**config.mk**
```make
export PLATFORM = sky130hd
export DESIGN_NAME = mod_chan
export DESIGN_NICKNAME = d
export VERILOG_FILES = /design/src/rtl/serial_mod_checker_pkg.sv /design/src/rtl/serial_mod_checker_mod_chan.sv
export SDC_FILE = /design/constraint.sdc
export NUM_CORES = 1
export LEC_CHECK = 0
export BUFFER_PORTS_ARGS = -buffer_cell sky130_fd_sc_hd__buf_2
export CORE_MARGIN = 2
export CORE_UTILIZATION = 50
export DETAILED_ROUTE_END_ITERATION = 10
export GPL_ROUTABILITY_DRIVEN = 0
export PLACE_DENSITY_LB_ADDON = 0.1
export SYNTH_ARGS = -nofsm -noshare
export SYNTH_HDL_FRONTEND = slang
export SYNTH_SLANG_ARGS = --single-unit
```
**constraint.sdc**
```tcl
create_clock -name clk -period 2.3 [get_ports clk]
set_input_delay 0.345 -clock clk [delete_from_list [all_inputs] [get_ports clk]]
set_output_delay 0.345 -clock clk [all_outputs]
set_load 0.02 [all_outputs]
```
**src/rtl/serial_mod_checker_pkg.sv**
```systemverilog
// Shared types and constants for the serial modulo checker.
// Channel FSM encoding, reset divisor and default geometry live here.
package serial_mod_checker_pkg;

    typedef enum logic {
        IDLE = 1'b0,
        RUN  = 1'b1
    } chan_state_t;

    localparam int RST_DIV = 5;
    localparam int DEF_CH  = 4;
    localparam int DEF_DW  = 4;
    localparam int DEF_CW  = 16;

endpackage

```
**src/rtl/serial_mod_checker_mod_chan.sv**
```systemverilog
// One serial channel: running remainder of an MSB-first frame modulo a per-frame divisor.
// Results are registered, one cycle after the sampling edge; no backpressure.
module mod_chan
    import serial_mod_checker_pkg::*;
#(
    parameter int DW = DEF_DW,
    parameter int CW = DEF_CW
) (
    input  logic          clk,
    input  logic          rst,
    input  logic [DW-1:0] gdiv,
    input  logic          bit_in,
    input  logic          bit_vld,
    input  logic          sof,
    output logic [DW-1:0] rem,
    output logic          div_ok,
    output logic [CW-1:0] cnt
);
    chan_state_t   state_q, state_d;
    logic [DW-1:0] rem_q, rem_d;
    logic [DW-1:0] cdiv_q, cdiv_d;
    logic [CW-1:0] cnt_q, cnt_d;
    logic [DW:0]   t;

    always_ff @(posedge clk) begin
        if (rst) begin
            state_q <= IDLE;
            rem_q   <= '0;
            cdiv_q  <= DW'(RST_DIV);
            cnt_q   <= '0;
        end else begin
            state_q <= state_d;
            rem_q   <= rem_d;
            cdiv_q  <= cdiv_d;
            cnt_q   <= cnt_d;
        end
    end

    always_comb begin
        state_d = state_q;
        rem_d   = rem_q;
        cdiv_d  = cdiv_q;
        cnt_d   = cnt_q;
        // rem < cdiv keeps 2*rem+bit within DW+1 bits and one subtract sufficient
        t       = {rem_q, bit_in};
        if (bit_vld) begin
            if (sof) begin
                state_d = RUN;
                cdiv_d  = gdiv;
                rem_d   = DW'(bit_in);
                cnt_d   = CW'(1);
            end else if (state_q == RUN) begin
                rem_d = (t >= {1'b0, cdiv_q}) ? DW'(t - {1'b0, cdiv_q}) : DW'(t);
                if (cnt_q != '1) begin
                    cnt_d = cnt_q + 1'b1;
                end
            end
        end
    end

    assign rem    = rem_q;
    assign div_ok = (state_q == RUN) && (rem_q == '0);
    assign cnt    = cnt_q;
endmodule

```
==> results of run 1 <==
-- final cells by class --
class                      count  area [sq um]  area share
clock buffer                   4          26.3      0.0169
inverter                       7          26.3      0.0169
multi-input combinational    117           807       0.518
sequential                    25           500       0.321
tap                           30          37.5      0.0241
timing repair buffer          31           160       0.103
-- synth_stat cells, types with 2 or more instances --
master    number
a211o_1        3
a211oi_1       2
a21oi_1       10
and2_1         2
and3_1         4
clkbuf_1       4
dfxtp_1       25
ha_1           5
inv_1          7
mux2i_1        2
nand2_1        9
nand2b_1       3
nand3_1        7
nand3b_1       2
nor2_1        18
nor3_1         5
nor4_1         5
nor4b_1        2
o21ai_0        4
or3_1          2
xnor2_1       13
-- power breakdown --
part / switching, W / total [W] / internal [W]
logic: 0.0000559 / 0.0000959 / 0.0000400
registers: 0.00000863 / 0.000451 / 0.000442
clock network: 0.000123 / 0.000191 / 0.0000678
-- logic make-up (layout without fill, tap and decap cells) --
family                     Yosys count  after routing  share of synthesized area
adders and majority gates            6              6                     0.0609
AOI/OAI and AO/OA                   27             27                      0.136
DFF                                 25             25                      0.369
xor gates and xnor gates            14             14                     0.0904
muxes                                2              2                     0.0148
buffers and inverters               12             42                     0.0360
and+or+nand+nor                     68             68                      0.293
-- state kept, by name, indices dropped and copies added, names as in the netlist --
| name | cells |
|---|---|
| cdiv_q | 4 |
| cnt | 16 |
| state_q | 1 |
| rem | 4 |
-- worst min-delay path: stages --
cell,delay [ps]
buf_2,100
nand3_1,50
a21oi_1,50
-- worst paths after layout --
kind,from,to,cells past startpoint
max,cdiv_q[1],rem[0],6
min,gdiv[3],cdiv_q[3],3
max reg2reg,cdiv_q[1],rem[0],6
min reg2reg,cdiv_q[3],cdiv_q[3],2
-- per-layer routing --
layer	share of wire	wire length (um)
met3	0.060	175
met4	0.0079	23
met2	0.45	1310
met1	0.48	1420
met5	0	0
-- metrics by stage --
stage	setup slack, ps	instances	power [W]	area, sq um
global route	287	214	0.000774	1560
detailed placement	376	210	0.000556	1530
floorplan	536	154	0.000526	1360
CTS	395	214	0.000745	1560
finish	401	214	0.000737	1560
global placement	479	210	0.000551	1530
==> impl_metrics.json, run 1 <==
{
  "drive_gt1_frac": 0.223,
  "cp.arrival_ps": 2130,
  "met1_usage": 0.269,
  "grt_pass1_vias": 1101,
  "layout_common_cells": "29 x buf_2, 25 x dfxtp_1, 18 x nor2_1, 13 x xnor2_1, 10 x a21oi_1",
  "grt_max_degree": 15,
  "drcViolationCount": 0,
  "antenna_found_initial": 0,
  "period_share": 0.826,
  "syn_to_final_growth_pct": 14.9,
  "worstMarginPinSlew_ps": 596,
  "slew_viol_final": 0,
  "clock_sinks": 25,
  "cp-start-kind": "flop",
  "dieArea_sq_mm": 0.00314,
  "ys_ff_latch": 25,
  "fmax_mhz": 527,
  "hold_viol": 0,
  "ant_nets": 0,
  "synth_cells": 154,
  "synth_ff_type": "dfxtp_1",
  "grt_usage": 0.195,
  "wl_per_cell_um": 13.7,
  "seq_area_frac_synth": 0.369,
  "initial_core_util": 0.538,
  "power.density_mw_per_mm2": 473,
  "cts_resized": 0,
  "synth_nets": 169,
  "dpl.hpwl_mm": 2.26,
  "drt_iter0_drc": 44,
  "grt_busiest_layer": "met2",
  "synth_area_leaders": "dfxtp_1 37%, xnor2_1 8.4%, nor2_1 5.0%",
  "die_h_um": 56.1,
  "synth-edff-count": 0,
  "overflow": 0,
  "rrSetupSlack_ps": 400,
  "fin_util": 0.618,
  "cp.required_ps": 2530,
  "antenna_cells": 0,
  "routed-via-count": 1204,
  "grt_pass1_wl_mm": 5.02,
  "drv_cap": 0,
  "path_buf_inv": 1,
  "numCtsBuffers": 3,
  "routed_wirelength_mm": 2.93,
  "period_needed_ps": 1900,
  "holdBufCountCts": 0,
  "rows": 18,
  "cts_tree": "done",
  "cp_slowest_cell": "dfxtp_1",
  "globalRouteMet3Util": 0.0512,
  "final.setup.tns_ps": 0,
  "io-pin-count": 30,
  "yosys_warnings": 0,
  "core_sq_mm": 0.00252,
  "h-tree-depth": 1,
  "setup_viol": 0,
  "cp_max_fo": 6,
  "synth_top_cell_area_share": 0.369,
  "peakVddDrop_mv": 0.498,
  "layout_commonest_cell": "buf_2",
  "clk_pin_slew_ps": 130,
  "clock_skew_ps": 2.00,
  "post-synth-top-area-cell": "dfxtp_1",
  "synth_cell_types": 41,
  "use_met2": 0.314,
  "clk_path_buf_depth": 2,
  "post_cts_buffers": 0,
  "rsz0062_at_grt": "false",
  "slew_headroom": 0.600,
  "hold_slack_ps": 263,
  "worst-setup-path-type": "reg2reg",
  "routed_via_density": 5.63,
  "cp-end-kind": "flop",
  "outcome": "completed",
  "die_w_um": 56.1,
  "cts_root_buf": "clkbuf_4",
  "async_reset_ff_frac": 0,
  "syn_avg_cell_area_sq_um": 8.81,
  "hp-class": "in2reg",
  "syn_area_sq_mm": 0.00136,
  "layout.nets": 200,
  "crit_chain": "inv_1 -> ha_1 -> o21ai_0 -> a211o_1 -> or3_1 -> a311oi_1",
  "cp_top_family": "compound AO/OA/AOI/OAI gates",
  "fill_cells": 223,
  "portBuffers": 29,
  "p_leak_nw": 0.655,
  "dr.pass1.iters": 4,
  "clock_latency_ps": 310,
  "critPathMaxStageDelay_ps": 400
}
No activity file was read; power rests on OpenSTA's default activity.
==> inputs of run 2 (changes only) <==
--- a/config.mk
+++ b/config.mk
@@ -5,9 +5,10 @@
 export SDC_FILE = /design/constraint.sdc
 export NUM_CORES = 1
 export LEC_CHECK = 0
+export ABC_AREA = 1
 export BUFFER_PORTS_ARGS = -buffer_cell sky130_fd_sc_hd__buf_2
 export CORE_MARGIN = 2
-export CORE_UTILIZATION = 50
+export CORE_UTILIZATION = 49
 export DETAILED_ROUTE_END_ITERATION = 10
 export GPL_ROUTABILITY_DRIVEN = 0
 export PLACE_DENSITY_LB_ADDON = 0.1
==> constraint.sdc (replaced) <==
create_clock -name clk -period 1.65 [get_ports clk]
set_input_delay 0.2475 -clock clk [delete_from_list [all_inputs] [get_ports clk]]
set_output_delay 0.2475 -clock clk [all_outputs]
set_load 0.02 [all_outputs]
==> run 2 against run 1 <==
Compared with the run above:
- non-clock buffer count is 5 higher
- sequential power is 40% higher
- global-route usage is 1.2 points higher
- combinational power is 91% higher
- power is 49% higher
- first-iteration DRC count is 32% higher
- count of clock-buffer cells in the layout stayed put
- flip-flop and latch count stayed put
- critical endpoint is now cnt[14]
- largest cell class unchanged
==> impl_metrics.json, run 2 <==
{
  "period_share": 0.928,
  "clock_skew_ps": 7.68,
  "hp-class": "in2reg",
  "post-synth-top-area-cell": "dfxtp_1",
  "dr.pass1.iters": 4,
  "synth_area_leaders": "dfxtp_1 32%, nand2_1 18%, nor2_1 8.6%",
  "synth_cell_types": 27,
  "io-pin-count": 30,
  "synthTopCellsByCount": "77 x nand2_1, 36 x nor2_1, 32 x inv_1",
  "setup_ws_ps": 118,
  "routed_wirelength_mm": 3.36,
  "yosys_warnings": 0,
  "rows": 20,
  "async_reset_ff_frac": 0,
  "outcome": "completed",
  "fill_cells": 329,
  "peakVddDrop_mv": 0.423,
  "hold_viol": 0,
  "dp_slack_ps": 79.2,
  "syn_avg_cell_area_sq_um": 6.41,
  "numCtsBuffers": 3,
  "synth-adder-area-share": 0.0528,
  "met3_wirelength_um": 187,
  "synth-simple-area-share": 0.439,
  "syn_area_sq_mm": 0.00157,
  "core_sq_mm": 0.00305,
  "clock_latency_ps": 330,
  "grt_max_degree": 14,
  "layout.nets": 297,
  "synth_ff_type": "dfxtp_1",
  "seq_area_frac_synth": 0.320,
  "ys_ff_latch": 25,
  "routed-via-count": 1566,
  "ant_nets": 0,
  "drive_gt1_frac": 0.231,
  "drt_iter0_drc": 58,
  "routed_via_density": 4.82,
  "fmax_mhz": 653,
  "synthXorXnorAreaFrac": 0.0168,
  "fin_util": 0.606,
  "drv_cap": 0,
  "power.density_mw_per_mm2": 594,
  "layout_commonest_cell": "nand2_1",
  "cp_max_fo": 4,
  "cp.arrival_ps": 1760,
  "layout_common_cells": "75 x nand2_1, 36 x nor2_1, 32 x inv_1, 29 x buf_2, 24 x dfxtp_1",
  "clock_sinks": 25,
  "worstMarginPinSlew_ps": 314,
  "antenna_cells": 0,
  "grt_usage": 0.207,
  "h-tree-depth": 1,
  "cts_resized": 0,
  "slew_viol_final": 0,
  "hold_slack_ps": 132,
  "syn_to_final_growth_pct": 18.2,
  "synth-edff-count": 0,
  "cp.required_ps": 1880,
  "largest_reg_flops": 16,
  "cp-start-kind": "flop",
  "overflow": 0,
  "antenna_found_initial": 0,
  "clk_pin_slew_ps": 140,
  "clk_path_buf_depth": 2,
  "worst-setup-path-type": "reg2reg",
  "total_power_w": 0.00110,
  "dpl.hpwl_mm": 2.62,
  "p_leak_nw": 0.875,
  "cp-end-kind": "flop",
  "wl_met1_mm": 1.74,
  "slew_headroom": 0.790,
  "period_needed_ps": 1530,
  "die_w_um": 60.5,
  "post_cts_buffers": 0,
  "wl_per_cell_um": 10.3,
  "die_h_um": 60.5,
  "synth_cells": 244,
  "setup_viol": 0,
  "synth_top_family_by_area": "simple AND/OR/NAND/NOR gates",
  "synth_nets": 259,
  "dieArea_sq_mm": 0.00366,
  "topRoutingLayerUsed": "met4",
  "yosysMostFrequentCell": "nand2_1",
  "cts_tree": "done",
  "rsz0062_at_grt": "false",
  "cts_root_buf": "clkbuf_4",
  "initial_core_util": 0.513,
  "synth_compound_area_frac": 0.0799,
  "portBuffers": 29,
  "drcViolationCount": 0,
  "synth_top_cell_area_share": 0.320,
  "grt_pass1_wl_mm": 5.92,
  "wl_met2_mm": 1.41,
  "grt_pass1_vias": 1359,
  "final.setup.tns_ps": 0,
  "synthMuxAreaShare": 0,
  "holdBufCountCts": 0
}
[run 2: changes by cell type after synthesis, sizes merged, moves of 5 or more]
cell and delta:
nor2 +23, inv +27, a21oi +5, nor4 -6, nand2 +72, xnor2 -12, nand3 +15
[run 2: cell families (layout without fill, tap and decap cells)]
family	after synthesis	in the layout
DFF	25	25
xor gates and xnor gates	3	3
AOI/OAI and AO/OA	20	20
buffers and inverters	37	74
adders and majority gates	6	6
and+or+nand+nor	153	153
[run 2: path summary, 6_finish.rpt]
| path | start | to | slack [ps] | cells past startpoint |
|---|---|---|---|---|
| setup / recovery | cnt[1] | cnt[14] | 120 | 8 |
| hold / removal | gdiv[2] | cdiv_q[2] | 130 | 3 |
| setup reg to reg | cnt[1] | cnt[14] | 120 | 8 |
| hold reg to reg | cdiv_q[3] | cdiv_q[3] | 470 | 2 |
[run 2: where the power goes]
group / total [W] / internal, W / switching [W]
clock: 0.000286 / 0.0000948 / 0.000191
sequential: 0.000631 / 0.000620 / 0.0000108
combinational: 0.000183 / 0.0000656 / 0.000117
total: 0.00110 / 0.000780 / 0.000319
[run 2: stage by stage]
step	area [sq um]	instances
4_1_cts	1830	325
2_1_floorplan	1570	244
6_report	1850	325
3_3_place_gp	1800	321
5_1_grt	1850	325
3_5_place_dp	1800	321
[run 2: layout make-up]
cell class,count,area (sq um),area share
clock buffers,4,26.3,0.0142
multi-input cells,182,942,0.509
repair buffers,36,198,0.107
well taps,44,55.1,0.0297
flip-flops and latches,25,502,0.271
inverters,34,128,0.0690
[run 2: worst max-delay path, cell delays in order, from the launching register on]
cell     delay (ps)
dfxtp_1         410
ha_1            180
nand2_1         130
nor2_2          170
nand2_1          60
nor2_1          130
nand3_1         130
o21ai_0         170
nor2_1           50
[run 2: routing by layer]
metal,vias to the layer above,track usage
li1,833,-
met3,4,0.0256
met2,51,0.312
met1,678,0.316
met5,-,0
met4,0,0.0466
